`config.mk`:
```
export PLATFORM = sky130hd
export DESIGN_NAME = sifh_frame_sequencer
export DESIGN_NICKNAME = d
export VERILOG_FILES = /design/src/rtl/sifh_frame_sequencer.sv
export SDC_FILE = /design/constraint.sdc
export NUM_CORES = 1
export LEC_CHECK = 0
export CORE_MARGIN = 8
export CORE_UTILIZATION = 48
export CTS_BUF_LIST = sky130_fd_sc_hd__clkbuf_4
export DETAILED_ROUTE_END_ITERATION = 16
export GPL_TIMING_DRIVEN = 1
export PLACE_DENSITY_LB_ADDON = 0.05
export SETUP_SLACK_MARGIN = 0.05
export SLEW_MARGIN = 20
export SYNTH_ARGS = -nofsm -noshare
export SYNTH_HDL_FRONTEND = slang
export SYNTH_SLANG_ARGS = --single-unit
```
`constraint.sdc`:
```
create_clock -name clk -period 1.8 [get_ports clk]
set_clock_uncertainty 0.05 [all_clocks]
set_input_delay 0.54 -clock clk [delete_from_list [all_inputs] [get_ports clk]]
set_output_delay 0.54 -clock clk [all_outputs]
set_load 0.02 [all_outputs]
```
`src/rtl/sifh_frame_sequencer.sv`:
```
// sifh_frame_sequencer: feeds one SiFH frame (coarse then fine pass) into the serial
// histogram builder, clearing it first and draining its pipeline after each pass.
module sifh_frame_sequencer #(
  parameter int NP = 12,
  parameter int NB = 6,
  parameter int PIXEL_NUM = 4,
  parameter int DATA_NUM = 2,
  parameter int ACQ_NUM = 8,
  parameter int CLR_CYCLES = 2,
  parameter int DRAIN_CYCLES = 4,
  localparam int PW = PIXEL_NUM > 1 ? $clog2(PIXEL_NUM) : 1,
  localparam int AW = ACQ_NUM > 1 ? $clog2(ACQ_NUM) : 1
) (
  input  logic          clk,
  input  logic          res,
  input  logic          start,
  input  logic          abort,
  input  logic          ts_valid,
  input  logic [NP-1:0] ts_data,
  output logic          ts_ready,
  output logic          hb_wrEn,
  output logic [NP-1:0] hb_data,
  output logic          hb_res,
  output logic          pass,
  output logic [PW-1:0] pixel_idx,
  output logic [AW-1:0] acq_idx,
  output logic          busy,
  output logic          frame_done
);
  localparam int SW = DATA_NUM > 1 ? $clog2(DATA_NUM) : 1;
  localparam int CM = CLR_CYCLES > DRAIN_CYCLES ? CLR_CYCLES : DRAIN_CYCLES;
  localparam int CW = CM > 1 ? $clog2(CM) : 1;
  if (NB > NP) begin : g_bad_nb
    $error("NB must not exceed NP");
  end
  typedef enum logic [2:0] {IDLE, CLEAR, STREAM, DRAIN, DONE} state_t;
  state_t        state_q, state_d;
  logic [SW-1:0] slot_q, slot_d;
  logic [PW-1:0] pix_q, pix_d;
  logic [AW-1:0] acq_q, acq_d;
  logic [CW-1:0] cnt_q, cnt_d;
  logic [NP-1:0] hb_data_q, hb_data_d;
  logic          pass_q, pass_d, wr_en_q, wr_en_d, hb_res_q, hb_res_d;
  logic          hs, last_slot, last_pix, last_acq;
  assign last_slot = slot_q == SW'(DATA_NUM - 1);
  assign last_pix  = pix_q == PW'(PIXEL_NUM - 1);
  assign last_acq  = acq_q == AW'(ACQ_NUM - 1);
  // abort masks ready so an aborted cycle never reaches the builder
  assign ts_ready  = state_q == STREAM && !abort;
  assign hs        = ts_valid && ts_ready;
  always_comb begin
    state_d   = state_q;
    slot_d    = slot_q;
    pix_d     = pix_q;
    acq_d     = acq_q;
    cnt_d     = cnt_q;
    pass_d    = pass_q;
    wr_en_d   = hs;
    hb_data_d = hs ? ts_data : hb_data_q;
    if (abort) begin
      state_d = IDLE;
      slot_d  = '0;
      pix_d   = '0;
      acq_d   = '0;
      cnt_d   = '0;
      pass_d  = 1'b0;
    end else begin
      case (state_q)
        IDLE: if (start) begin
          state_d = CLEAR;
          slot_d  = '0;
          pix_d   = '0;
          acq_d   = '0;
          cnt_d   = '0;
          pass_d  = 1'b0;
        end
        CLEAR: begin
          cnt_d   = cnt_q == CW'(CLR_CYCLES - 1) ? '0 : cnt_q + 1'b1;
          state_d = cnt_q == CW'(CLR_CYCLES - 1) ? STREAM : CLEAR;
        end
        STREAM: if (hs) begin
          slot_d  = last_slot ? '0 : slot_q + 1'b1;
          pix_d   = !last_slot ? pix_q : last_pix ? '0 : pix_q + 1'b1;
          acq_d   = !(last_slot && last_pix) ? acq_q : last_acq ? '0 : acq_q + 1'b1;
          cnt_d   = '0;
          state_d = last_slot && last_pix && last_acq ? DRAIN : STREAM;
        end
        DRAIN: if (cnt_q == CW'(DRAIN_CYCLES - 1)) begin
          cnt_d   = '0;
          pass_d  = 1'b1;
          state_d = pass_q ? DONE : STREAM;
        end else begin
          cnt_d = cnt_q + 1'b1;
        end
        DONE: begin
          state_d = IDLE;
          pass_d  = 1'b0;
        end
        default: state_d = IDLE;
      endcase
    end
    hb_res_d = state_d != CLEAR;
  end
  always_ff @(posedge clk or negedge res) begin
    if (!res) begin
      state_q   <= IDLE;
      slot_q    <= '0;
      pix_q     <= '0;
      acq_q     <= '0;
      cnt_q     <= '0;
      pass_q    <= 1'b0;
      wr_en_q   <= 1'b0;
      hb_data_q <= '0;
      hb_res_q  <= 1'b0;
    end else begin
      state_q   <= state_d;
      slot_q    <= slot_d;
      pix_q     <= pix_d;
      acq_q     <= acq_d;
      cnt_q     <= cnt_d;
      pass_q    <= pass_d;
      wr_en_q   <= wr_en_d;
      hb_data_q <= hb_data_d;
      hb_res_q  <= hb_res_d;
    end
  end
  assign hb_wrEn    = wr_en_q;
  assign hb_data    = hb_data_q;
  assign hb_res     = hb_res_q;
  assign pass       = pass_q;
  assign pixel_idx  = pix_q;
  assign acq_idx    = acq_q;
  assign busy       = state_q != IDLE;
  assign frame_done = state_q == DONE;
endmodule

```
Word-level counts from Yosys, hierarchy flattened
Index checks and enable logic that the tools add are counted.
{"block": "classes", "reduce_logical": 15, "n_eq_ne": 14, "addsub": 4, "n_mux": 33}
{"operator": "$mux 3", "count": 10}
{"operator": "$mux 2", "count": 10}
{"operator": "$ne 3x3->1 const B", "count": 4}
{"operator": "$pmux 3 s4", "count": 1}
{"operator": "$reduce_and 3->1", "count": 3}
{"operator": "$pmux 2 s4", "count": 1}
{"operator": "$reduce_and 4->1", "count": 2}
{"operator": "$mux 1", "count": 7}
{"operator": "$eq 3x2->1 const B", "count": 2}
{"operator": "$eq 3x3->1 const B", "count": 2}
{"operator": "$pmux 3 s2", "count": 1}
{"operator": "$reduce_bool 3->1", "count": 2}
{"operator": "$reduce_bool 5->1", "count": 1}
{"operator": "$add 2x1->2 const B", "count": 2}
{"operator": "$eq 2x2->1 const B", "count": 2}
{"operator": "$logic_and 1x1->1", "count": 4}
{"operator": "$pmux 2 s2", "count": 1}
{"operator": "$reduce_bool 4->1", "count": 1}
{"operator": "$add 3x1->3 const B", "count": 1}
{"operator": "$eq 3x1->1 const B", "count": 1}
{"operator": "$logic_not 3->1", "count": 1}
{"operator": "$ne 3x1->1 const B", "count": 1}
{"operator": "$ne 3x2->1 const B", "count": 1}
{"operator": "$pmux 1 s3", "count": 1}
{"operator": "4 further kinds", "count": 4}
{"block": "word_totals", "elab_cells": 75, "out_inout_bits": 23, "ff_bits": 26, "in_bits": 17}

Logic depth before layout (Yosys ltp)
{"block": "depth", "word_depth": 8, "mapped_depth": 6}

Worst setup path before layout
OpenSTA, ideal clock, no wires.
{"block": "synth_timing", "kind": "input-to-output", "startpoint": "input abort", "endpoint": "output ts_ready", "required_time_ns": 1.210, "cell_stages": 2, "slack_ns": -0.003, "arrival_ns": 1.213, "cell_sequence": "buf_2 nor4b_4"}
{"block": "synth_between", "elab_chain_len": 2}
{"element": "start: declaration", "line_no": "17", "text": "input logic abort,"}
{"element": "$logic_not 1->1", "line_no": "49", "text": "assign ts_ready = state_q == STREAM && !abort;"}
{"element": "$logic_and 1x1->1", "line_no": "49"}
{"element": "end: declaration", "line_no": "20", "text": "output logic ts_ready,"}
No other way between the ends.

Worst setup path in the final report
{"block": "layout_timing", "startpoint": "register state_q[0]", "endpoint": "output ts_ready"}
{"block": "layout_between", "elab_chain_len": 2}
{"element": "start: declaration", "line_no": "37", "text": "state_t state_q, state_d;"}
{"element": "start signal: assignment", "line_no": "116", "text": "state_q <= state_d;"}
{"element": "$eq 3x2->1", "line_no": "49"}
{"element": "$logic_and 1x1->1", "line_no": "49"}
No other way between the ends.

==> summary.md <==
| Metric | Value |
|---|---|
| Worst hold slack | `0.470 ns` |
| GPL Wtd Cong | `0.811` |
| Layout cells sized above 1 | `28.6%` |
| Synth Net Count | `136` |
| Iter 0 DRT Violations | `36` |
| Pre-CTS setup slack | `-0.689 ns` |
| Clock power frac | `24.9%` |
| Final nets | `192` |
| GRT Util Overall | `15.1%` |
| Height of the die | `68.6 µm` |
| Critical path arrival | `1.33 ns` |
| Total global routing overflow | `0` |
| Reg2reg start | `state_q[2]` |
| Unique masters post-synth | `32` |
| Core area | `2690 µm²` |
| Clock sink total | `26` |
| Cell with the most instances after synthesis | `dfrtp_1` |
| Area leader, netlist | `dfrtp_1` |
| Clock latency at the later pin of the worst-skew pair | `0.33 ns` |
| TritonCTS clock tree | `built` |
| End of the worst hold path | `hb_data[2]` |
| Slew Viols, Final | `0` |
| Clk buf depth | `2` |
| Endpoints failing hold | `0` |
| Filler cell count | `213` |
| Worst Path Class, Setup | `register to output pin` |
| RR Endpoint | `hb_res` |
| Crit. End Element | `output pin` |
| Period utilisation layout | `107%` |
| Failing checks | `setup timing` |
| Switching part of the total power | `29.7%` |
| Syn Inst Count | `113` |
| Final setup margin | `-0.119 ns` |
| Sequential Power Share | `43.7%` |
| # rows | `19` |
| Max H-tree Level | `1` |
| Share of the synthesized area in the top cell type | `48.9%` |
| First-pass GRT wire length | `5480 µm` |
| Commonest cells post-synth | `26 x dfrtp_1, 9 x inv_1, 9 x mux2_4, 9 x nand3_1, 6 x ha_1` |
| Fin crit period | `1.92 ns` |
| 1st-pass router iterations | `4` |
| Cell depth of the worst flop-to-flop path | `5` |
| Synth area leaders | `dfrtp_1 49%, mux2_4 10%, ha_1 5.6%` |
| Cell area after synthesis | `1330 µm²` |
| Vias in the first global route | `1169` |
| Max IR drop VDD | `0.871 mV` |
| Avg Inst Size Synth | `11.8 µm²` |
| Measured slew at the worst slew-check pin | `0.367 ns` |
| EDFF count, synth | `0` |
| Max_cap viols | `0` |
| Setup TNS Final | `-0.279 ns` |
| Dpl hpwl | `2410 µm` |
| Synth warn | `0` |
| Max Fclk | `521 MHz` |
| I/O Pins | `40` |
| Required time of the critical path | `1.21 ns` |
| Critical path peak fanout | `4` |
| Gate power share | `31.4%` |
| PD cells | `874 nW/µm²` |
| DR vias/cell | `5.39` |
| Yosys reg bits | `26` |
| Area grow syn2layout | `42.6%` |
| Num CTS Buffers | `3` |
| Slew headroom | `75.4%` |
| Antenna-violating nets left | `0` |
| Port Buffers | `39` |
| Main synth FF type | `dfrtp_1` |
| Hold Startpoint | `hb_data[2]` |
| Antenna cell count | `0` |
| Chip width | `68.6 µm` |
| RSZ-0062 raised after global routing | `yes` |
| Hold path depth | `1` |
| Seq/Total Area, Yosys | `48.9%` |
| Int Power | `1.17 mW` |
| CP Launch Point | `state_q[0]` |
| Routed via count | `1072` |
| Initial antenna violation count | `0` |
| Outcome | `complete, but fails checks` |
| Sw power | `0.492 mW` |
| Largest net degree at the start of global routing | `27` |
| Wire per inst | `16.8 µm` |
| Die area | `4710 µm²` |
| Root Driver | `clkbuf_4` |
| Initial core utilization | `49.5%` |
| Ys async rst share | `100%` |
| LEAKAGE | `0.931 nW` |
| Final setup fails | `3` |
| Register-to-register setup slack | `0.11 ns` |
| Worst Setup Start Kind | `register` |
| Worst hold path class | `register to register` |
| Final wirelength | `3340 µm` |
| Clock transition at path regs | `0.16 ns` |
| DRC viols | `0` |
-- layer usage --
| metal | part of all wire, % | up-vias | global-route usage, % |
|---|---|---|---|
| li1 | - | 515 | - |
| met2 | 54 | 24 | 27.3 |
| met5 | 0 | - | 0 |
| met4 | 0.81 | 0 | 4.60 |
| met3 | 5.3 | 4 | 2.75 |
| met1 | 40 | 529 | 17.6 |
-- flip-flops by register name, summed over array words and instances, names as in the netlist, 2 cells and up --
register   cells
pixel_idx      2
state_q        3
acq_idx        3
hb_data       12
cnt_q          2
-- through the flow --
stage	area, µm²	util, %	cells	power (mW)
after floorplan	1340	-	113	1.01
after global placement	1810	67.3	190	1.28
after detailed placement	1810	67.3	190	1.30
after CTS	1860	69.3	197	1.66
after global routing	1900	70.6	199	1.73
final	1900	70.6	199	1.66
-- worst max-delay path, stage by stage (launching register included) --
cell and delay, ns:
dfrtp_2 0.46, buf_6 0.13, nor4b_4 0.22, buf_4 0.19
-- worst max path at each step --
stage,slack (ns),to,cells past startpoint
global route,-0.18,ts_ready,3
finish,-0.12,ts_ready,3
detailed placement,-0.69,ts_ready,3
global placement,-0.66,ts_ready,3
CTS,-0.13,ts_ready,3
floorplan,0.08,ts_ready,2
-- cell usage in the layout (no fill, tap or decap), types with 2 or more instances in the layout --
cell type,netlist,routed
dfrtp_1,26,24
dlygate4sd2_1,0,18
buf_4,0,16
clkdlybuf4s50_1,0,15
inv_1,9,9
nand3_1,9,9
mux2_4,9,9
ha_1,6,6
nor2_1,5,4
nand2_1,4,4
mux2i_1,4,4
nand4_1,4,4
a21oi_1,4,4
o32ai_1,3,3
o211ai_1,3,3
mux2_2,3,3
clkbuf_4,0,3
buf_6,0,3
o21ai_0,2,2
clkdlybuf4s15_1,0,2
dfrtp_2,0,2
-- kinds of logic after synthesis --
group	synth area share, %
AOI/OAI and AO/OA	8.00
adders and majority gates	5.64
buffers and inverters	6.30
DFF	48.9
muxes	15.7
and+or+nand+nor	15.4
-- what timing repair did --
action / 4_1_cts / 5_1_grt
buffers inserted: 3 / 1
resized for setup: 40 / 11
hold buffers: 0 / 0
endpoints found under the hold margin: 0 / 0
cloned: 0 / 1
endpoints found under the setup margin: 26 / 13
pin swaps: 2 / 2
-- power groups by stage --
stage | combinational, mW | clock (mW) | sequential, mW
3_5_place_dp | 0.549 | 0 | 0.748
2_1_floorplan | 0.178 | 0 | 0.835
6_report | 0.520 | 0.413 | 0.724
3_3_place_gp | 0.540 | 0 | 0.737
5_1_grt | 0.555 | 0.440 | 0.736
4_1_cts | 0.517 | 0.418 | 0.727
-- layout make-up --
type / instances / area (µm²) / area share (%)
Timing Repair inverter: 1 / 6.26 / 0.330
Multi-Input combinational cell: 71 / 611 / 32.2
Inverter: 11 / 48.8 / 2.57
Timing Repair Buffer: 55 / 487 / 25.7
Clock buffer: 3 / 22.5 / 1.19
Sequential cell: 26 / 653 / 34.4
Clock inverter: 1 / 30.0 / 1.58
Tap cell: 31 / 38.8 / 2.04
Note: power is estimated with default switching activity, not from simulation.
